<file path="config.mk">
export PLATFORM = sky130hd
export DESIGN_NAME = fft_addr_sequencer
export DESIGN_NICKNAME = d
export VERILOG_FILES = /design/src/rtl/fft_addr_sequencer.sv
export SDC_FILE = /design/constraint.sdc
export NUM_CORES = 1
export LEC_CHECK = 0
export CAP_MARGIN = 30
export CORE_UTILIZATION = 57
export CTS_CLUSTER_DIAMETER = 40
export DETAILED_ROUTE_END_ITERATION = 10
export PLACE_DENSITY = 0.8
export SETUP_SLACK_MARGIN = 0.4
export SYNTH_ARGS = -nofsm -noshare
export SYNTH_HDL_FRONTEND = slang
export SYNTH_SLANG_ARGS = --single-unit
</file>
<file path="constraint.sdc">
create_clock -name i_clk -period 9.6 [get_ports i_clk]
set_input_delay 2.4 -clock i_clk [delete_from_list [all_inputs] [get_ports i_clk]]
set_output_delay 2.4 -clock i_clk [all_outputs]
set_load 0.02 [all_outputs]
</file>
<file path="src/rtl/fft_addr_sequencer.sv">
// Radix-2 DIF FFT address sequencer: issues butterfly address pairs and twiddle indices stage by
// stage, and holds each stage boundary until every write-back of the previous stage has landed.
module fft_addr_sequencer #(
  parameter int unsigned ADDR_WIDTH  = 12,
  parameter int unsigned TW_WIDTH    = 11,
  parameter int unsigned STAGE_WIDTH = 4
) (
  input  logic                   i_clk,
  input  logic                   i_rstn,
  input  logic                   i_DATA_LOADED,
  input  logic [ADDR_WIDTH-1:0]  i_SAMPLES_NUMBER,
  output logic                   o_BF_VALID,
  input  logic                   i_BF_READY,
  output logic [ADDR_WIDTH-1:0]  o_ADDR_A,
  output logic [ADDR_WIDTH-1:0]  o_ADDR_B,
  output logic [TW_WIDTH-1:0]    o_TWIDDLE,
  output logic [STAGE_WIDTH-1:0] o_STAGE,
  input  logic                   i_WB_DONE,
  output logic                   o_BUSY,
  output logic                   o_CALC_END,
  output logic                   o_ERR
);

  typedef enum logic [1:0] {StIdle, StIssue, StDrain, StDone} state_e;

  state_e                 state_q, state_d;
  logic [ADDR_WIDTH-1:0]  n_q, n_d;
  logic [STAGE_WIDTH-1:0] log_n_q, log_n_d;
  logic [STAGE_WIDTH-1:0] stage_q, stage_d;
  logic [ADDR_WIDTH-1:0]  j_q, j_d;
  logic [ADDR_WIDTH-1:0]  base_q, base_d;
  logic [ADDR_WIDTH-1:0]  bf_cnt_q, bf_cnt_d;
  logic [ADDR_WIDTH-1:0]  outst_q, outst_d;
  logic                   err_q, err_d;
  logic [ADDR_WIDTH-1:0]  addr_a_q, addr_a_d;
  logic [ADDR_WIDTH-1:0]  addr_b_q, addr_b_d;
  logic [TW_WIDTH-1:0]    tw_q, tw_d;

  logic                   xfer;
  logic                   n_valid;
  logic [ADDR_WIDTH-1:0]  span;
  logic [ADDR_WIDTH-1:0]  span_d;
  logic [STAGE_WIDTH-1:0] tw_sh;

  function automatic logic [STAGE_WIDTH-1:0] log2_of(input logic [ADDR_WIDTH-1:0] v);
    log2_of = '0;
    for (int i = 0; i < ADDR_WIDTH; i++) begin
      if (v[i]) log2_of = STAGE_WIDTH'(i);
    end
  endfunction

  assign o_BF_VALID = (state_q == StIssue);
  assign o_BUSY     = (state_q == StIssue) || (state_q == StDrain);
  assign o_CALC_END = (state_q == StDone);
  assign o_ERR      = err_q;
  assign o_ADDR_A   = addr_a_q;
  assign o_ADDR_B   = addr_b_q;
  assign o_TWIDDLE  = tw_q;
  assign o_STAGE    = stage_q;

  assign xfer = o_BF_VALID & i_BF_READY;
  assign span = n_q >> (stage_q + STAGE_WIDTH'(1));
  // Any power of two that fits in ADDR_WIDTH bits is at most 2^(ADDR_WIDTH-1).
  assign n_valid = ((i_SAMPLES_NUMBER & (i_SAMPLES_NUMBER - ADDR_WIDTH'(1))) == '0) &&
                   (i_SAMPLES_NUMBER >= ADDR_WIDTH'(4));

  always_comb begin
    state_d  = state_q;
    n_d      = n_q;
    log_n_d  = log_n_q;
    stage_d  = stage_q;
    j_d      = j_q;
    base_d   = base_q;
    bf_cnt_d = bf_cnt_q;
    outst_d  = outst_q;
    err_d    = err_q;

    if (xfer && !i_WB_DONE) begin
      outst_d = outst_q + ADDR_WIDTH'(1);
    end else if (!xfer && i_WB_DONE) begin
      if (outst_q == '0) err_d = 1'b1;
      else               outst_d = outst_q - ADDR_WIDTH'(1);
    end

    unique case (state_q)
      StIdle, StDone: begin
        if (i_DATA_LOADED) begin
          n_d      = i_SAMPLES_NUMBER;
          log_n_d  = log2_of(i_SAMPLES_NUMBER);
          stage_d  = '0;
          j_d      = '0;
          base_d   = '0;
          bf_cnt_d = '0;
          outst_d  = '0;
          err_d    = !n_valid;
          state_d  = n_valid ? StIssue : StIdle;
        end
      end
      StIssue: begin
        if (i_BF_READY) begin
          if (bf_cnt_q == (n_q >> 1) - ADDR_WIDTH'(1)) begin
            bf_cnt_d = '0;
            j_d      = '0;
            base_d   = '0;
            state_d  = StDrain;
          end else begin
            bf_cnt_d = bf_cnt_q + ADDR_WIDTH'(1);
            if (j_q == span - ADDR_WIDTH'(1)) begin
              j_d    = '0;
              base_d = base_q + (span << 1);
            end else begin
              j_d    = j_q + ADDR_WIDTH'(1);
            end
          end
        end
      end
      StDrain: begin
        // Next stage reads what this one wrote, so wait for every write-back.
        if (outst_d == '0) begin
          if (stage_q == log_n_q - STAGE_WIDTH'(1)) begin
            state_d = StDone;
          end else begin
            stage_d = stage_q + STAGE_WIDTH'(1);
            state_d = StIssue;
          end
        end
      end
      default: state_d = StIdle;
    endcase

    // Command registers follow the next counter values so they line up with o_BF_VALID.
    span_d   = n_d >> (stage_d + STAGE_WIDTH'(1));
    tw_sh    = stage_d + STAGE_WIDTH'(ADDR_WIDTH - 1) - log_n_d;
    addr_a_d = base_d + j_d;
    addr_b_d = base_d + j_d + span_d;
    tw_d     = TW_WIDTH'(j_d << tw_sh);
  end

  always_ff @(posedge i_clk or negedge i_rstn) begin
    if (!i_rstn) begin
      state_q  <= StIdle;
      n_q      <= '0;
      log_n_q  <= '0;
      stage_q  <= '0;
      j_q      <= '0;
      base_q   <= '0;
      bf_cnt_q <= '0;
      outst_q  <= '0;
      err_q    <= 1'b0;
      addr_a_q <= '0;
      addr_b_q <= '0;
      tw_q     <= '0;
    end else begin
      state_q  <= state_d;
      n_q      <= n_d;
      log_n_q  <= log_n_d;
      stage_q  <= stage_d;
      j_q      <= j_d;
      base_q   <= base_d;
      bf_cnt_q <= bf_cnt_d;
      outst_q  <= outst_d;
      err_q    <= err_d;
      addr_a_q <= addr_a_d;
      addr_b_q <= addr_b_d;
      tw_q     <= tw_d;
    end
  end

endmodule

</file>
==> results.sh <==
export IMPL_synth_edf_count=0
export IMPL_finalSetupViolations=0
export IMPL_overflow=0
export IMPL_cts_root_buf="clkbuf_16"
export IMPL_grt_pass1_vias=7285
export IMPL_synth_area_per_cell_um2=8.72
export IMPL_ir_drop_uv=85.6
export IMPL_hold_buffers=0
export IMPL_wirelength_met1_um=10200
export IMPL_fin_area_um2=9850
export IMPL_grt_use_total_pct=29.9
export IMPL_pin_count=60
export IMPL_crit_family="compound AO/OA/AOI/OAI gates"
export IMPL_first_pass_iters=6
export IMPL_clock_path_buffers=2
export IMPL_period_needed_ns=8.57
export IMPL_yosysWarnings=0
export IMPL_cts_tree="built"
export IMPL_crit_slowest_cell="clkdlybuf4s50_1"
export IMPL_globalplace_congestion=0.948
export IMPL_drv_slew=0
export IMPL_filler_cell_count=1234
export IMPL_synth_seq_area_share_pct=30.0
export IMPL_slowest_delay_ns=0.56
export IMPL_p_leak_nw=4.27
export IMPL_min_from="base_q[0]$_DFF_PN0_"
export IMPL_synth_top_area_share_pct=30.0
export IMPL_die_y_um=126
export IMPL_antenna_cells=0
export IMPL_grt_max_degree=71
export IMPL_tightest_slew_ns=1.01
export IMPL_async_flop_share_pct=100
export IMPL_startpoint="i_BF_READY"
export IMPL_num_vias=7744
export IMPL_fin_skew_ns=0.0136
export IMPL_rsz0062_at_grt="false"
export IMPL_synth_largest_area_cell="dfrtp_1"
export IMPL_path_max_fanout=10
export IMPL_dpl_instance_area_um2=9510
export IMPL_core_um2=15100
export IMPL_clock_fmax_mhz=117
export IMPL_worstReg2RegStart="o_STAGE[1]$_DFF_PN0_"
export IMPL_status="finished, final reports clean"
export IMPL_die_w_um=126
export IMPL_synthTopCellsByArea="dfrtp_1, xnor2_1, ha_1"
export IMPL_cts_max_level=3
export IMPL_core_rowCount=45
export IMPL_drc_errors=0
export IMPL_critPathArrivalTime_ns=8.85
export IMPL_crit_buf_inv=2
export IMPL_syn_num_nets=1079
export IMPL_wl_per_cell_um=18.5
export IMPL_hpwl_um=16900
export IMPL_cts_sinks=106
export IMPL_ys_ff_latch=106
export IMPL_drt_initial_drc_count=475
export IMPL_die_area_um2=16000
export IMPL_grt_first_pass_wirelength_um=37900
export IMPL_cp_data_required_time_ns=9.88
export IMPL_finalCritPeriodShare_pct=89.3
export IMPL_worstSetupPathType="in2reg"
export IMPL_vias_per_cell=6.27
export IMPL_synth_cells=1013
export IMPL_max_cap_violations=0
export IMPL_post_cts_resized=0
export IMPL_clk_pin_slew_worst_paths_ns=0.07
export IMPL_place_port_buffers=59
export IMPL_slew_headroom_pct=32.2
export IMPL_hp_class="reg2reg"
export IMPL_antenna_found_initial=0
export IMPL_synth_flop_cell="dfrtp_1"
export IMPL_cp_end_kind="register"
export IMPL_wl_met3_um=1620
export IMPL_met2_length_um=10500
export IMPL_syn_to_final_growth_pct=11.6
export IMPL_post_cts_buffers=0
export IMPL_nets=1109
export IMPL_ant_nets=0
export IMPL_synthDistinctLibCells=84
export IMPL_drive_gt1_share_pct=7.44
export IMPL_maxUsedRoutingLayer="met4"
export IMPL_clk_latency_ns=0.36
export IMPL_powerDensity_nw_per_um2=139
export IMPL_hold_viol=0
export IMPL_start_kind="primary input"
export IMPL_cts_buffers=9
export IMPL_finalWirelength_um=22900
export IMPL_setup_tns_ns=0
export IMPL_syn_area_um2=8830
export IMPL_start_util_pct=58.3
[final timing paths]
kind                                           to  slack, ns  cells after the start
max                        o_ADDR_B[11]$_DFF_PN0_       1.03                     30
min                           base_q[0]$_DFF_PN0_       0.50                      1
max reg2reg                o_ADDR_B[11]$_DFF_PN0_       1.19                     27
min reg2reg                   base_q[0]$_DFF_PN0_       0.50                      1
max in group asynchronous    outst_q[6]$_DFF_PN0_       6.32                      2
min in group asynchronous  o_TWIDDLE[0]$_DFF_PN0_       1.97                      1
[cell usage in the layout, fill, tap and decap left out, types with 5 or more instances in the layout]
master           count
o21ai_0             50
mux2i_1             56
nand3_1             30
o22ai_1              7
a21oi_1             48
a31oi_1              8
nor4b_1              8
xnor2_1             66
or3_1                7
ha_1                44
nand2_1             80
buf_4               12
nand4_1             11
or2_2               10
nor4_1              13
mux2_2              10
inv_1               57
nand3b_1             5
and3_1              14
nor2_1              84
o21bai_1            12
a211oi_1             8
clkbuf_16            9
mux4_2              10
clkdlybuf4s50_1     58
o21a_1               6
o211ai_1             9
nor2b_1             14
xor2_1              24
nand2b_1            13
a21o_1              11
o31ai_1             15
a22oi_1              7
nor3_1              31
and2_1              12
dfrtp_1            106
[cells in the mapped netlist, types with 4 or more instances]
library cell and count:
a211oi_1 8, a21o_1 11, a21oi_1 48, a22o_1 4, a22oi_1 7, a31oi_1 8, and2_1 12, and3_1 14
and4_1 4, buf_1 6, buf_2 13, clkbuf_1 28, dfrtp_1 106, fa_1 4, ha_1 45, inv_1 57
maj3_1 4, mux2_2 10, mux2i_1 56, mux4_2 10, nand2_1 80, nand2b_1 13, nand3_1 30, nand3b_1 5
nand4_1 11, nor2_1 84, nor2b_1 14, nor3_1 32, nor3b_1 4, nor4_1 13, nor4b_1 8, o211ai_1 9
o21a_1 6, o21ai_0 50, o21bai_1 12, o22ai_1 7, o31ai_1 15, or2_2 10, or3_1 7, xnor2_1 67
xor2_1 24
[layout make-up]
class                           count  area, µm²  area share, %
Multi-Input combinational cell    797       5760           58.4
Clock buffer                       12        246           2.50
Tap cell                          188        235           2.39
Inverter                           58        218           2.21
Sequential cell                   106       2650           26.9
Timing Repair Buffer               71        686           6.96
Clock inverter                      4       57.6          0.584
[layer usage]
metal	track usage [%]	up-vias
met5	0	-
met4	10.7	0
met3	4.30	40
met2	47.9	310
met1	41.3	3698
li1	-	3696
[worst register-to-register path: cells and delay by family (launching register included)]
family / cells / cell delay (ns)
xor gates and xnor gates: 3 / 0.48
buffers and inverters: 3 / 0.51
muxes: 2 / 0.39
adders and majority gates: 6 / 2.33
and+or+nand+nor: 4 / 1.71
AOI/OAI and AO/OA: 9 / 2.42
DFF: 1 / 0.49
[cells by family after synthesis]
logic type / after synthesis / synth area share, %
buffers and inverters: 110 / 5.16
xor gates and xnor gates: 91 / 9.03
AOI/OAI and AO/OA: 222 / 17.1
muxes: 76 / 10.2
and+or+nand+nor: 353 / 20.5
DFF: 106 / 30.0
adders and majority gates: 55 / 8.02
[power breakdown]
group	internal, mW	switching (mW)	leakage (nW)
Sequential	0.477	0.0574	1.41
Clock	0.213	0.175	0.145
Combinational	0.184	0.259	2.71
Total	0.874	0.492	4.27
[flip-flops by register name, summed over array words and instances (netlist names), 2 cells and up]
register and flops:
o_ADDR_A 12, log_n_q 4, base_q 12, o_ADDR_B 12, o_TWIDDLE 11, state_q 2, o_STAGE 4, bf_cnt_q 12
j_q 12, outst_q 12, n_q 12
[through the flow]
| step | instances | power (mW) | utilization, % | setup WS, ns | hold slack [ns] |
|---|---|---|---|---|---|
| 3_3_place_gp | 1219 | 0.956 | 62.7 | 0.330 | 0.478 |
| 3_5_place_dp | 1220 | 0.962 | 62.8 | 0.148 | 0.487 |
| 6_report | 1236 | 1.37 | 65.0 | 1.03 | 0.499 |
| 2_1_floorplan | 1013 | 0.843 | - | 1.05 | 0.459 |
| 4_1_cts | 1236 | 1.35 | 64.8 | 0.512 | 0.502 |
| 5_1_grt | 1236 | 1.44 | 65.0 | 0.435 | 0.526 |
Note: power is estimated with default switching activity, not from simulation.
